$ cat src/rtl/evo_test_sequencer_if.sv
// rtl/evo_test_sequencer_if.sv - host/circuit-side signal bundle for the truth-table sequencer
interface evo_test_sequencer_if #(
  parameter int NUM_INPUTS = 5
);
  localparam int NV = 1 << NUM_INPUTS;

  logic                  start;
  logic                  abort;
  logic [NV-1:0]         expected;
  logic [NUM_INPUTS-1:0] dut_in;
  logic                  dut_out;
  logic                  busy;
  logic                  done;
  logic                  pass;
  logic [NUM_INPUTS:0]   mismatch_count;
  logic [NUM_INPUTS:0]   unstable_count;
  logic [NV-1:0]         result_vec;

  modport master (
    output start, abort, expected, dut_out,
    input  dut_in, busy, done, pass, mismatch_count, unstable_count, result_vec
  );

  modport slave (
    input  start, abort, expected, dut_out,
    output dut_in, busy, done, pass, mismatch_count, unstable_count, result_vec
  );
endinterface

$ cat src/rtl/evo_test_sequencer.sv
// rtl/evo_test_sequencer.sv - exhaustive truth-table sequencer for one evolved N-input circuit
module evo_test_sequencer #(
  parameter int NUM_INPUTS    = 5,
  parameter int SETTLE_CYCLES = 8,
  parameter int SAMPLES       = 4
) (
  input  logic             clk,
  input  logic             rst_n,
  evo_test_sequencer_if.slave bus
);
  localparam int NV = 1 << NUM_INPUTS;
  localparam int SW = (SETTLE_CYCLES > 2) ? $clog2(SETTLE_CYCLES) : 1;
  localparam int MW = (SAMPLES > 2) ? $clog2(SAMPLES) : 1;
  localparam logic [SW-1:0] SETTLE_LAST = SW'(SETTLE_CYCLES - 1);
  localparam logic [MW-1:0] SAMPLE_LAST = MW'(SAMPLES - 1);
  localparam logic [NUM_INPUTS:0] CNT_MAX = {1'b1, {NUM_INPUTS{1'b0}}};

  typedef enum logic [1:0] {
    S_IDLE,
    S_SETTLE,
    S_SAMPLE,
    S_DONE
  } state_t;

  state_t                state_q, state_d;
  logic [1:0]            sync_q;
  logic [NV-1:0]         exp_q, exp_d;
  logic [NUM_INPUTS-1:0] dut_in_q, dut_in_d;
  logic                  busy_q, busy_d;
  logic                  done_q, done_d;
  logic                  pass_q, pass_d;
  logic [NUM_INPUTS:0]   mism_q, mism_d;
  logic [NUM_INPUTS:0]   unst_q, unst_d;
  logic [NV-1:0]         result_q, result_d;
  logic [SW-1:0]         settle_cnt_q, settle_cnt_d;
  logic [MW-1:0]         sample_cnt_q, sample_cnt_d;
  logic                  first_q, first_d;
  logic                  all_eq_q, all_eq_d;
  logic                  sample;
  logic                  stable;

  // Only the second synchronizer stage is ever observed.
  assign sample = sync_q[1];

  function automatic logic [NUM_INPUTS:0] sat_inc(input logic [NUM_INPUTS:0] c);
    return (c == CNT_MAX) ? c : c + 1'b1;
  endfunction

  always_comb begin
    state_d      = state_q;
    exp_d        = exp_q;
    dut_in_d     = dut_in_q;
    done_d       = 1'b0;
    pass_d       = pass_q;
    mism_d       = mism_q;
    unst_d       = unst_q;
    result_d     = result_q;
    settle_cnt_d = settle_cnt_q;
    sample_cnt_d = sample_cnt_q;
    first_d      = first_q;
    all_eq_d     = all_eq_q;
    stable       = all_eq_q & (sample == first_q);

    case (state_q)
      S_IDLE: begin
        if (bus.start) begin
          exp_d        = bus.expected;
          mism_d       = '0;
          unst_d       = '0;
          result_d     = '0;
          pass_d       = 1'b0;
          dut_in_d     = '0;
          settle_cnt_d = '0;
          sample_cnt_d = '0;
          state_d      = S_SETTLE;
        end
      end

      S_SETTLE: begin
        if (bus.abort) begin
          state_d      = S_IDLE;
          dut_in_d     = '0;
          settle_cnt_d = '0;
        end else if (settle_cnt_q == SETTLE_LAST) begin
          settle_cnt_d = '0;
          sample_cnt_d = '0;
          state_d      = S_SAMPLE;
        end else begin
          settle_cnt_d = settle_cnt_q + 1'b1;
        end
      end

      S_SAMPLE: begin
        if (bus.abort) begin
          state_d      = S_IDLE;
          dut_in_d     = '0;
          sample_cnt_d = '0;
        end else begin
          if (sample_cnt_q == '0) begin
            first_d  = sample;
            all_eq_d = 1'b1;
          end else begin
            all_eq_d = stable;
          end

          if (sample_cnt_q == SAMPLE_LAST) begin
            result_d[dut_in_q] = sample;
            if (!stable) begin
              unst_d = sat_inc(unst_q);
              mism_d = sat_inc(mism_q);
            end else if (sample != exp_q[dut_in_q]) begin
              mism_d = sat_inc(mism_q);
            end
            sample_cnt_d = '0;
            // The last vector ends the run instead of wrapping dut_in.
            if (&dut_in_q) begin
              state_d = S_DONE;
              done_d  = 1'b1;
              pass_d  = (mism_d == '0);
            end else begin
              dut_in_d = dut_in_q + 1'b1;
              state_d  = S_SETTLE;
            end
          end else begin
            sample_cnt_d = sample_cnt_q + 1'b1;
          end
        end
      end

      S_DONE: begin
        state_d = S_IDLE;
      end

      default: begin
        state_d = S_IDLE;
      end
    endcase

    busy_d = (state_d == S_SETTLE) || (state_d == S_SAMPLE);
  end

  always_ff @(posedge clk) begin
    if (!rst_n) begin
      state_q      <= S_IDLE;
      sync_q       <= '0;
      exp_q        <= '0;
      dut_in_q     <= '0;
      busy_q       <= 1'b0;
      done_q       <= 1'b0;
      pass_q       <= 1'b0;
      mism_q       <= '0;
      unst_q       <= '0;
      result_q     <= '0;
      settle_cnt_q <= '0;
      sample_cnt_q <= '0;
      first_q      <= 1'b0;
      all_eq_q     <= 1'b0;
    end else begin
      state_q      <= state_d;
      sync_q       <= {sync_q[0], bus.dut_out};
      exp_q        <= exp_d;
      dut_in_q     <= dut_in_d;
      busy_q       <= busy_d;
      done_q       <= done_d;
      pass_q       <= pass_d;
      mism_q       <= mism_d;
      unst_q       <= unst_d;
      result_q     <= result_d;
      settle_cnt_q <= settle_cnt_d;
      sample_cnt_q <= sample_cnt_d;
      first_q      <= first_d;
      all_eq_q     <= all_eq_d;
    end
  end

  assign bus.dut_in         = dut_in_q;
  assign bus.busy           = busy_q;
  assign bus.done           = done_q;
  assign bus.pass           = pass_q;
  assign bus.mismatch_count = mism_q;
  assign bus.unstable_count = unst_q;
  assign bus.result_vec     = result_q;
endmodule

$ cat src/flat_wrapper.sv
// flat-port wrapper written by rule: the top's interface ports become plain ports
module evo_test_sequencer_flat 
#(
  parameter int NUM_INPUTS    = 5,
  parameter int SETTLE_CYCLES = 8,
  parameter int SAMPLES       = 4
)
  (clk, rst_n, bus_start, bus_abort, bus_expected, bus_dut_out, bus_dut_in, bus_busy, bus_done, bus_pass, bus_mismatch_count, bus_unstable_count, bus_result_vec);
  evo_test_sequencer_if #(.NUM_INPUTS(NUM_INPUTS)) bus_i ();
  input  logic clk;
  input  logic rst_n;
  input wire logic [$bits(bus_i.start)-1:0] bus_start;
  input wire logic [$bits(bus_i.abort)-1:0] bus_abort;
  input wire logic [$bits(bus_i.expected)-1:0] bus_expected;
  input wire logic [$bits(bus_i.dut_out)-1:0] bus_dut_out;
  output wire logic [$bits(bus_i.dut_in)-1:0] bus_dut_in;
  output wire logic [$bits(bus_i.busy)-1:0] bus_busy;
  output wire logic [$bits(bus_i.done)-1:0] bus_done;
  output wire logic [$bits(bus_i.pass)-1:0] bus_pass;
  output wire logic [$bits(bus_i.mismatch_count)-1:0] bus_mismatch_count;
  output wire logic [$bits(bus_i.unstable_count)-1:0] bus_unstable_count;
  output wire logic [$bits(bus_i.result_vec)-1:0] bus_result_vec;
  assign bus_i.start = bus_start;
  assign bus_i.abort = bus_abort;
  assign bus_i.expected = bus_expected;
  assign bus_i.dut_out = bus_dut_out;
  assign bus_dut_in = bus_i.dut_in;
  assign bus_busy = bus_i.busy;
  assign bus_done = bus_i.done;
  assign bus_pass = bus_i.pass;
  assign bus_mismatch_count = bus_i.mismatch_count;
  assign bus_unstable_count = bus_i.unstable_count;
  assign bus_result_vec = bus_i.result_vec;
  evo_test_sequencer #(.NUM_INPUTS(NUM_INPUTS), .SETTLE_CYCLES(SETTLE_CYCLES), .SAMPLES(SAMPLES)) u_core (.clk(clk), .rst_n(rst_n), .bus(bus_i));
endmodule
$ cat config.mk
export PLATFORM = sky130hd
export DESIGN_NAME = evo_test_sequencer_flat
export DESIGN_NICKNAME = d
export VERILOG_FILES = /design/src/rtl/evo_test_sequencer_if.sv /design/src/rtl/evo_test_sequencer.sv /design/src/flat_wrapper.sv
export SDC_FILE = /design/constraint.sdc
export NUM_CORES = 1
export LEC_CHECK = 0
export CORE_MARGIN = 5
export CORE_UTILIZATION = 44
export DETAILED_ROUTE_END_ITERATION = 7
export GPL_ROUTABILITY_DRIVEN = 0
export HOLD_SLACK_MARGIN = 0.02
export PLACE_DENSITY = 0.81
export SYNTH_ARGS = -nofsm -noshare
export SYNTH_HDL_FRONTEND = slang
export SYNTH_SLANG_ARGS = --single-unit
$ cat constraint.sdc
create_clock -name clk -period 6.3 [get_ports clk]
set_clock_uncertainty 0.15 [all_clocks]
set_input_delay 1.26 -clock clk [delete_from_list [all_inputs] [get_ports clk]]
set_output_delay 1.26 -clock clk [all_outputs]
set_load 0.05 [all_outputs]
==> impl_metrics.tcl <==
set metrics [dict create \
    crit-reg2reg-launch "u_core.bus.dut_in[1]" \
    max-clock-path-buffers 2 \
    min_delay_path_depth 1 \
    final-hold-violation-count 0 \
    worst_hold_slack_ns 0.300 \
    num_io_pins 89 \
    final_critical_period_ns 3.86 \
    overall_die_height_um 110 \
    yosys.area.top_type "sky130_fd_sc_hd__dfxtp_1" \
    detail_route.first_pass.iterations 5 \
    grt_pass1_vias 3887 \
    run_status "complete, no violations" \
    overflow 0 \
    die_width_um 110 \
    die_area_mm2 0.0121 \
    end_kind "output port" \
    cp-start-kind "register" \
    setup_ws_ns 2.44 \
    slowest_stage "sky130_fd_sc_hd__dfxtp_1" \
    met3_usage_grt 0.0470 \
    gr-usage-met1 0.233 \
    async_flop_share 0 \
    crit_path_max_incr_delay_ns 1.07 \
    cts.reportedPaths.clkPinSlew_ns 0.10 \
    globalRouteTotalUtil 0.189 \
    synthDistinctLibCells 58 \
    required_ns 4.89 \
    cts_made_buffers 9 \
    ff2ff_path_depth 7 \
    insertedDiodeCount 0 \
    cp_num_buf_inv 1 \
    routed_wl_mm 11.4 \
    post_cts_buffers 0 \
    postPlaceCellArea_mm2 0.00532 \
    setup_total_negative_slack_ns 0 \
    cells_resized_by_post_cts_repair 0 \
    placementRows 36 \
    synthTopCellsByCount "sky130_fd_sc_hd__nand2_1, sky130_fd_sc_hd__dfxtp_1, sky130_fd_sc_hd__a21oi_1, sky130_fd_sc_hd__nor2_1, sky130_fd_sc_hd__o21ai_0" \
    share_of_synthesized_area_occupied_by_flip_flops_and_latches 0.433 \
    post-route-cell-area_mm2 0.00553 \
    detail_route.wl_per_cell_um 15.3 \
    initial_antenna_violation_count 0 \
    regToRegEndpoint "u_core.bus.mismatch_count[0]" \
    drive_gt1_frac 0.0458 \
    whs_endpoint "u_core.sync_q[1]" \
    cts_hold_repair.buffers 0 \
    critPathTopFamily "flip-flops" \
    place_ws_ns 2.28 \
    postSynthCellCount 538 \
    synth.yosys.warnings 0 \
    finalCritPeriodShare 0.613 \
    finalPower_mw 1.19 \
    clock_tree.htree_level_count 3 \
    setup_viol 0 \
    grt_first_pass_wirelength_mm 18.1 \
    largest_net_degree_at_the_start_of_global_routing 54 \
    maxClockFrequency_ghz 0.259 \
    synth-edff-count 0 \
    synth_fp_nets 588 \
    path_type_of_the_worst_min_delay_path "reg2reg" \
    core_area_mm2 0.00973 \
    worstSetupPathType "reg2out" \
    final_cell_count_no_fill 744 \
    initialDrtViolationCount 286 \
    tritoncts "done" \
    drc 0 \
    grt_setup_unrepaired "false" \
    crit_chain "clkdlybuf4s50_1" \
    synth_top_area_share 0.433 \
    leakagePower_nw 1.89 \
    final_core_utilization 0.569 \
    final-max-slew-violation-count 0 \
    r2r_slack_ns 2.77 \
    placement.io_buffers 88 \
    clk_root_buffer_cell "sky130_fd_sc_hd__clkbuf_8" \
    antenna_violating_nets_post_route 0 \
    place_inst 728 \
    vias_after_detailed_routing 4115 \
    synth-main-ff-cell "sky130_fd_sc_hd__dfxtp_1" \
    count_of_state_elements_after_synthesis 95 \
    max-slew-margin-rel 0.257 \
    routed_via_density 5.53 \
    yosys-top-cells-area "sky130_fd_sc_hd__dfxtp_1, sky130_fd_sc_hd__nand2_1, sky130_fd_sc_hd__a21oi_1" \
    worst_slew_pin_slew_ns 1.11 \
    ir_worst_vdd_uv 105 \
    dp.final_hpwl_mm 8.28 \
    worstSkewPairLatency_ns 0.38 \
    initial_util 0.451 \
    hold_start "u_core.sync_q[0]" \
    cap_viol_max_count 0 \
    crit_path_max_fanout 21 \
    powerDensity_mw_per_mm2 214 \
    synth_area_per_cell_um2 8.16 \
    cts_sinks 95 \
    use_met2 0.308 \
    grt.busiest_layer "met2" \
    critPathArrivalTime_ns 2.45 \
    syn-cell-area_mm2 0.00439 \
    yosysMostFrequentCell "sky130_fd_sc_hd__nand2_1" \
    syn_to_final_growth_pct 26.1 \
    final_nets 656 \
]
[where the power goes]
group / switching (mW) / total, mW / internal (mW)
Clock: 0.220 / 0.446 / 0.226
Sequential: 0.0138 / 0.629 / 0.615
Combinational: 0.0622 / 0.110 / 0.0482
[how the worst max path moves through the flow]
stage | cells past startpoint | end | start
6_report | 1 | bus_dut_in[1] | u_core.bus.dut_in[1]
5_1_grt | 1 | bus_dut_in[1] | u_core.bus.dut_in[1]
4_1_cts | 1 | bus_dut_in[1] | u_core.bus.dut_in[1]
3_5_place_dp | 8 | u_core.bus.pass | rst_n
3_3_place_gp | 8 | u_core.bus.pass | rst_n
2_1_floorplan | 9 | u_core.bus.mismatch_count[2] | u_core.bus.dut_in[0]
[flip-flops by register name, summed over array words and instances (netlist names)]
signal                     flops
u_core.sync_q                  2
u_core.exp_q                  32
u_core.state_q                 2
u_core.bus.busy                1
u_core.bus.result_vec         32
u_core.first_q                 1
u_core.bus.pass                1
u_core.settle_cnt_q            3
u_core.bus.dut_in              5
u_core.sample_cnt_q            2
u_core.bus.done                1
u_core.bus.unstable_count      6
u_core.bus.mismatch_count      6
u_core.all_eq_q                1
[cells in the final DEF (no fill, tap or decap), drive strengths merged, types with 2 or more instances in the layout]
master / n
nor2: 32
nor3b: 3
nor3: 8
ha: 13
inv: 15
dfxtp: 95
nor4: 3
o211ai: 25
nand2b: 2
xnor2: 6
and3: 9
nor2b: 5
buf: 4
clkdlybuf4s50: 88
o22ai: 5
or3: 4
mux2i: 16
bufinv: 2
a21oi: 64
and2: 2
clkinv: 2
o21ai: 42
clkbuf: 10
mux2: 2
nand2: 99
a22oi: 4
nand3b: 3
or3b: 2
a31oi: 4
nand3: 13
nand4: 4
or4: 5
xor2: 2
[per-layer routing]
| layer | share of wire | vias to the layer above |
|---|---|---|
| li1 | - | 2037 |
| met1 | 0.42 | 1870 |
| met2 | 0.47 | 182 |
| met3 | 0.076 | 26 |
| met4 | 0.029 | 0 |
| met5 | 0 | - |
[kinds of logic after synthesis]
logic type,count (synthesis),synth area share
adder cells (fa/ha/maj),13,0.0371
flip-flops,95,0.433
AND/OR/NAND/NOR,196,0.206
buffers and inverters,49,0.0476
XOR/XNOR,8,0.0160
multiplexers,19,0.0476
AO/OA/AOI/OAI,158,0.212
[cell type report]
class	instances	area, µm²
Clock inverter	6	90.1
Clock buffer	10	128
Timing Repair Buffer	92	911
Sequential cell	95	1900
Inverter	14	52.6
Fill cell	886	4200
Tap cell	133	166
Multi-Input combinational cell	394	2280
Power figures use the tool's default switching activity.
